### src/rtl/btn_pkg.sv
// Shared types for the push-button event path: event codes carried on the
// event interface and the debounce state machine encoding.
package btn_pkg;

    typedef enum logic [1:0] {
        EVT_NONE    = 2'd0,
        EVT_PRESS   = 2'd1,
        EVT_RELEASE = 2'd2,
        EVT_LONG    = 2'd3
    } evt_code_e;

    typedef enum logic [1:0] {
        IDLE,
        PRESS_WAIT,
        PRESSED,
        RELEASE_WAIT
    } btn_state_e;

endpackage

### src/rtl/sync_2ff.sv
// Two-flop synchroniser for a single asynchronous board input. The reset value
// is a parameter so the flops can come out of reset at the pin's idle level.
module sync_2ff #(
    parameter bit RST_VAL = 1'b0
) (
    input  logic clk,
    input  logic rst,
    input  logic d,
    output logic q
);

    logic meta;

    // Shift the raw pin through two flops to resolve metastability.
    // NOTE: both stages use non-blocking assignments so q takes the old meta,
    // giving a true two-stage delay instead of collapsing into one flop.
    always_ff @(posedge clk) begin
        if (rst) begin
            meta <= RST_VAL;
            q    <= RST_VAL;
        end else begin
            meta <= d;
            q    <= meta;
        end
    end

endmodule

### src/rtl/btn_event_rx.sv
// Button conditioner: synchronises and debounces a raw push-button, tracks
// press duration, and offers PRESS / RELEASE / LONG events through a
// single-entry valid/ready register that drops new events under backpressure.
module btn_event_rx
    import btn_pkg::*;
#(
    parameter int DEBOUNCE_CYCLES   = 500_000,
    parameter int LONG_PRESS_CYCLES = 50_000_000,
    parameter bit ACTIVE_LOW        = 1'b1
) (
    input  logic       clk_i,
    input  logic       rst_i,
    input  logic       btn_i,
    output logic       level_o,
    output logic       evt_valid_o,
    input  logic       evt_ready_i,
    output logic [1:0] evt_code_o,
    output logic       evt_drop_o
);

    localparam int DEB_W  = $clog2(DEBOUNCE_CYCLES + 1);
    localparam int LONG_W = $clog2(LONG_PRESS_CYCLES + 1);
    localparam logic [DEB_W-1:0]  DEB_MAX  = DEB_W'(DEBOUNCE_CYCLES);
    localparam logic [LONG_W-1:0] LONG_MAX = LONG_W'(LONG_PRESS_CYCLES);

    btn_state_e        state;
    logic [DEB_W-1:0]  deb_cnt;
    logic [LONG_W-1:0] long_cnt;
    logic              long_fired;

    logic              btn_sync;
    logic              s;
    logic [DEB_W-1:0]  deb_next;
    logic [LONG_W-1:0] long_next;
    logic              deb_done;
    logic              long_hit;
    evt_code_e         new_evt;

    // The flops idle at the released pin level so reset never looks like a press.
    sync_2ff #(.RST_VAL(ACTIVE_LOW)) u_sync (
        .clk (clk_i),
        .rst (rst_i),
        .d   (btn_i),
        .q   (btn_sync)
    );

    // Normalised button: 1 = pressed regardless of pin polarity.
    assign s = btn_sync ^ ACTIVE_LOW;

    assign deb_next  = deb_cnt + 1'b1;
    assign long_next = long_cnt + 1'b1;
    assign deb_done  = (deb_next == DEB_MAX);
    assign long_hit  = (long_next == LONG_MAX) && !long_fired;

    // Decode which event (if any) the state machine commits on this edge.
    // NOTE: new_evt gets a default before the case so no path leaves it
    // unassigned, which would otherwise infer a latch.
    always_comb begin
        new_evt = EVT_NONE;
        case (state)
            PRESS_WAIT:   if (s && deb_done)  new_evt = EVT_PRESS;
            PRESSED:      if (long_hit)       new_evt = EVT_LONG;
            RELEASE_WAIT: if (!s && deb_done) new_evt = EVT_RELEASE;
            default:      new_evt = EVT_NONE;
        endcase
    end

    // Debounce state machine with its counters and the registered level.
    // The cycle that first sees s=1 in IDLE already counts as stable cycle one.
    always_ff @(posedge clk_i) begin
        if (rst_i) begin
            state      <= IDLE;
            deb_cnt    <= '0;
            long_cnt   <= '0;
            long_fired <= 1'b0;
            level_o    <= 1'b0;
        end else begin
            case (state)
                IDLE: begin
                    if (s) begin
                        state   <= PRESS_WAIT;
                        deb_cnt <= DEB_W'(1);
                    end
                end
                PRESS_WAIT: begin
                    if (!s) begin
                        state   <= IDLE;
                        deb_cnt <= '0;
                    end else if (deb_done) begin
                        state      <= PRESSED;
                        deb_cnt    <= '0;
                        long_cnt   <= '0;
                        long_fired <= 1'b0;
                        level_o    <= 1'b1;
                    end else begin
                        deb_cnt <= deb_next;
                    end
                end
                PRESSED: begin
                    // Saturate so a very long hold never wraps back into LONG.
                    if (long_cnt != LONG_MAX) long_cnt <= long_next;
                    if (long_hit) long_fired <= 1'b1;
                    if (!s) begin
                        state   <= RELEASE_WAIT;
                        deb_cnt <= DEB_W'(1);
                    end
                end
                RELEASE_WAIT: begin
                    // long_cnt holds here, so a glitch only delays LONG.
                    if (s) begin
                        state   <= PRESSED;
                        deb_cnt <= '0;
                    end else if (deb_done) begin
                        state   <= IDLE;
                        deb_cnt <= '0;
                        level_o <= 1'b0;
                    end else begin
                        deb_cnt <= deb_next;
                    end
                end
                default: begin
                    state   <= IDLE;
                    deb_cnt <= '0;
                end
            endcase
        end
    end

    // Single-entry event register: a pop in the same cycle frees the slot for
    // the new event; otherwise a new event while full is discarded and flagged.
    always_ff @(posedge clk_i) begin
        if (rst_i) begin
            evt_valid_o <= 1'b0;
            evt_code_o  <= EVT_NONE;
            evt_drop_o  <= 1'b0;
        end else begin
            evt_drop_o <= 1'b0;
            if (new_evt != EVT_NONE) begin
                if (!evt_valid_o || evt_ready_i) begin
                    evt_valid_o <= 1'b1;
                    evt_code_o  <= new_evt;
                end else begin
                    evt_drop_o <= 1'b1;
                end
            end else if (evt_valid_o && evt_ready_i) begin
                evt_valid_o <= 1'b0;
                evt_code_o  <= EVT_NONE;
            end
        end
    end

endmodule

### config.mk
export PLATFORM = sky130hd
export DESIGN_NAME = btn_event_rx
export DESIGN_NICKNAME = d
export VERILOG_FILES = /design/src/rtl/btn_pkg.sv /design/src/rtl/sync_2ff.sv /design/src/rtl/btn_event_rx.sv
export SDC_FILE = /design/constraint.sdc
export NUM_CORES = 1
export LEC_CHECK = 0
export CAP_MARGIN = 10
export CORE_ASPECT_RATIO = 0.75
export CORE_MARGIN = 4
export CORE_UTILIZATION = 60
export CTS_CLUSTER_DIAMETER = 120
export DETAILED_ROUTE_END_ITERATION = 8
export PLACE_DENSITY = 0.84
export RECOVER_POWER = 25
export SYNTH_ARGS = -nofsm -noshare
export SYNTH_HDL_FRONTEND = slang
export SYNTH_SLANG_ARGS = --single-unit
### constraint.sdc
create_clock -name clk_i -period 9 [get_ports clk_i]
set_clock_uncertainty 0.1 [all_clocks]
set_input_delay 1.8 -clock clk_i [delete_from_list [all_inputs] [get_ports clk_i]]
set_output_delay 1.8 -clock clk_i [all_outputs]
set_load 0.05 [all_outputs]
# == Word-level counts from Yosys, hierarchy flattened ==
# Index checks and enable logic that the tools add are counted.
# Widths: inputs -> output; s select.
# classes
add_sub_neg,2
magnitude_cmp,0
n_reduce_logical,19
n_eq_ne,17
mux,36
n_mul,0
bitwise,2
shifts,0
n_div,0
# ops
cell,n
$mux 19,5
$mux 26,3
$pmux 19 s4,1
$pmux 26 s2,1
$add 26x1->26 const B,1
$eq 26x26->1 const B,1
$ne 26x26->1 const B,1
$mux 2,11
$add 19x1->19 const B,1
$eq 19x19->1 const B,1
$ne 2x2->1 const B,6
$reduce_and 4->1,3
$mux 1,11
$pmux 2 s4,1
$reduce_bool 2->1,4
$ne 2x1->1 const B,3
$pmux 2 s3,1
$reduce_and 5->1,1
$eq 2x2->1 const B,2
$logic_and 1x1->1,4
$pmux 1 s2,2
$reduce_and 2->1,2
$ne 3x2->1 const B,1
$ne 3x3->1 const B,1
other kinds (6),8
# totals
latch_bits,0
ramBits,0
regBits,55
output_inout_bits,5
n_memories,0
word_cells,86
rom_bits,0
in_bits,4

# == Longest topological paths before layout ==
# depth
depth_word,8
mapped_depth,13
depth_no_buf,9

# == By module ==
# From an unflattened synthesis, not the netlist that was laid out.
# unflattened
cells_unflattened,466
hier_area_um2,3602.2
# by_module_without_submodules
module,seq_area_each_um2,n_inst,area_each_um2,cells_per_inst
btn_event_rx,1061.0,1,3549.7,462
sync_2ff,40.0,1,52.6,4

# == Worst setup path before layout ==
# No wires, ideal clock.
# synth_path
path_kind,flip-flop to flip-flop
start,register deb_cnt[0]
end,register long_cnt[23]
stages_incl_launch_ff,13
t_arrival_ns,2.674
setup_ns,0.132
setup_slack_ns,6.093
n_path_buf,3
t_required_ns,8.768
synth_period_minus_slack_ns,2.907
cell_sequence,dfxtp_1 -> ha_1 -> and4_1 -> buf_4 -> and2_1 -> buf_4 -> a31o_2 -> a2111oi_2 -> nand4_2 -> o31a_1 -> clkbuf_1 -> o21ai_0 -> a21oi_1
# synth_between
elab_chain_cells,4
# synth_lines
element,line,source
start: declaration,btn_event_rx.sv:27,logic [DEB_W-1:0] deb_cnt;
start signal: assignment,btn_event_rx.sv:96,deb_cnt <= deb_next;
start signal: assignment,btn_event_rx.sv:118,deb_cnt <= deb_next;
$add 19x1->19,btn_event_rx.sv:50,assign deb_next = deb_cnt + 1'b1;
$eq 19x19->1,btn_event_rx.sv:52,assign deb_done = (deb_next == DEB_MAX);
$ne 2x2->1 (no source line),--,
$reduce_and 4->1 (no source line),--,
end signal: assignment,btn_event_rx.sv:101,if (long_cnt != LONG_MAX) long_cnt <= long_next;
end: declaration,btn_event_rx.sv:28,logic [LONG_W-1:0] long_cnt;
# Every way passes these cells.
# A chain may end at the register's enable or synchronous reset.

==> impl_summary.log <==
INFO  metric grt_max_degree = 51
INFO  metric post_route_ant_nets = 0
INFO  metric final_replace_weighted_congestion = 0.927
INFO  metric initialDrtViolationCount = 397
INFO  metric via_count_of_the_routed_design = 3435
INFO  metric grtUsageTotal = 23.5%
INFO  metric setup_repair_after_global_routing_missed_its_margin = false
INFO  metric synth.distinct_cells = 65
INFO  metric htree_depth = 2
INFO  metric slew-limit-headroom = -44.5%
INFO  metric syn_area_per_cell = 7.67 µm²
INFO  metric layout_commonest_cell = sky130_fd_sc_hd__dfxtp_1
INFO  metric largest_reg_flops = 26
INFO  metric vdd_ir_drop_max = 0.0853 mV
INFO  metric crit_path_start_kind = input pin
INFO  metric count_of_flip_flops_with_a_built_in_enable_after_synthesis = 0
INFO  metric tritoncts_buffer_count = 5
INFO  metric min_path_type = flop to flop
INFO  metric yosys_register_bits = 55
INFO  metric critical_path_arrival = 4770 ps
INFO  metric drive_gt1_share = 8.22%
INFO  metric report.final.setup_viol = 0
INFO  metric synth_ff_type = sky130_fd_sc_hd__dfxtp_1
INFO  metric highest_attainable_clock_frequency = 0.215 GHz
INFO  metric syn2layout_area_growth = 2.41%
INFO  metric hold_buffers = 0
INFO  metric post_cts_resized = 0
INFO  metric top_level_ports = 9
INFO  metric finalNetCount = 445
INFO  metric grt.overflow.total = 0
INFO  metric total_drc_errors_in_the_routed_layout = 0
INFO  metric syn_inst = 461
INFO  metric drt-wirelength-per-cell = 16.3 µm
INFO  metric number_of_global_route_vias_before_repair = 2943
INFO  metric postCtsSetupRepairBufs = 0
INFO  metric timing_worst_slew_pin_value = 2170 ps
INFO  metric status = finished, violations left
INFO  metric num_rows = 23
INFO  metric worstPathMaxFanout = 50
INFO  metric first_pass_iters = 5
INFO  metric initial_antenna_violation_count = 0
INFO  metric fin_tns_setup = 0 ps
INFO  metric max_slew_violations = 51
INFO  metric finalCriticalPeriod = 4650 ps
INFO  metric cts.reportedPaths.clkPinSlew = 100 ps
INFO  metric synth_warnings = 0
INFO  metric dpl_hpwl = 5.76 mm
INFO  metric clk_latency = 310 ps
INFO  metric cts_tree = built
INFO  metric fin_crit_sh = 51.7%
INFO  metric synth_seq_area_share = 31.1%
INFO  metric power_density = 111 mW/mm²
INFO  metric postSynth.asyncResetShare = 0%
INFO  metric end_kind = flop
INFO  metric failed_checks = max-capacitance violations, max-slew violations
INFO  metric dpl-instance-area = 0.00354 mm²
INFO  metric synth.net_count = 469
INFO  metric largest_register = long_cnt
INFO  metric effective_utilization_at_floorplan = 64.0%
INFO  metric power = 0.000401 W
INFO  metric number_of_diodes = 0
INFO  metric routed_wirelength = 8.39 mm
INFO  metric final_hold_viols = 0
INFO  metric leakagePower = 1.19 nW
INFO  metric worst-setup-path-type = input pin to flop
INFO  metric clock_tree.buffer_depth = 2
INFO  metric synthesis.area = 0.00354 mm²
INFO  metric clkSinkCount = 55
INFO  metric max_cap_violations = 1
INFO  metric die_area = 0.00720 mm²
INFO  metric crit_required = 9120 ps
INFO  metric number_of_port_buffers = 8
INFO  metric clockRootBuffer = sky130_fd_sc_hd__clkbuf_8
INFO  metric first_pass_grt_wire_length = 14.2 mm
INFO  metric largest_registers = long_cnt (26), deb_cnt (19), evt_code_o (2)
INFO  metric vias_cell = 6.70
INFO  metric design_area = 0.00362 mm²
INFO  metric final.fill_count = 476
INFO  metric floorplan.die.width = 96.7 µm
INFO  metric die_height = 74.5 µm
INFO  metric floorplan.core_area = 0.00553 mm²
INFO  metric mostFrequentLayoutCells = 55 x sky130_fd_sc_hd__dfxtp_1, 40 x sky130_fd_sc_hd__nand2_1, 40 x sky130_fd_sc_hd__a21oi_1
cell families (layout without fill, tap and decap cells):
family | after synthesis | in the layout | synth area share, %
xor+xnor | 19 | 19 | 4.70
flops | 55 | 55 | 31.1
fa+ha+maj | 4 | 4 | 1.41
mux | 1 | 1 | 0.283
compound gates | 129 | 129 | 24.2
simple gates | 204 | 204 | 32.3
buf+inv | 49 | 26 | 5.94
worst max-delay path, cell delays in order:
cell and delay, ps:
sky130_fd_sc_hd__clkbuf_1 1520, sky130_fd_sc_hd__inv_1 710, sky130_fd_sc_hd__nand2_1 360, sky130_fd_sc_hd__o311ai_0 170
sky130_fd_sc_hd__o21a_1 200
per-layer routing:
metal / up-vias / wire length (µm) / track usage [%]
met4: 0 / 62 / 5.76
met2: 157 / 3490 / 34.6
met5: - / 0 / 0
met1: 1616 / 4110 / 35.4
met3: 7 / 729 / 4.22
li1: 1655 / - / -
Yosys cell counts (all sizes together) (3+ instances only):
cell	instances	area share [%]
o21ai	29	4.1
xor2	7	1.7
nand4	16	3.2
nand3	15	2.3
and4	10	2.5
or3b	4	0.99
nand2b	4	0.71
a21o	4	0.88
a21oi	40	5.7
nor3	14	2.0
and2	7	1.3
buf	14	2.2
a31oi	10	1.8
or3	12	2.3
o211a	4	1.1
nor3b	4	0.85
inv	9	0.96
nor2b	3	0.53
a31o	3	0.74
o31ai	5	1.1
or4	4	0.85
ha	4	1.4
or2	6	1.1
nor4	10	1.8
dfxtp	55	31
o221a	4	1.3
and3	9	1.6
xnor2	12	3.0
o211ai	4	0.85
nand2	40	4.2
clkbuf	26	2.8
nor2	37	3.9
a211oi	5	1.2
power breakdown:
group / internal [W] / switching [W]
Sequential: 0.000246 / 0.00000420
Clock: 0.0000550 / 0.0000809
Combinational: 0.00000537 / 0.00000978
metrics by stage:
step / util (%) / hold slack, ps / worst slack (ps) / instances
detailed placement: 64.1 / 301 / 5200 / 505
finish: 65.6 / 335 / 4350 / 513
global placement: 64.1 / 301 / 5230 / 505
global route: 65.6 / 354 / 3780 / 513
CTS: 65.6 / 325 / 5500 / 513
floorplan: - / 289 / 6090 / 461
final timing paths:
| kind | from | cells past startpoint | slack (ps) | to |
|---|---|---|---|---|
| setup / recovery | rst_i | 5 | 4350 | deb_cnt[7] |
| hold / removal | u_sync.meta | 1 | 340 | u_sync.q |
| setup reg to reg | deb_cnt[0] | 9 | 5410 | deb_cnt[17] |
| hold reg to reg | u_sync.meta | 1 | 340 | u_sync.q |
area by class of cell:
type	count	area [µm²]	area share [%]
Clock buffer	7	76.3	2.11
Clock inverter	1	5.00	0.138
Inverter	9	33.8	0.933
Multi-Input combinational cell	357	2230	61.6
Sequential cell	55	1100	30.4
Tap cell	75	93.8	2.59
Timing Repair Buffer	9	81.3	2.25
Power figures use the tool's default switching activity.
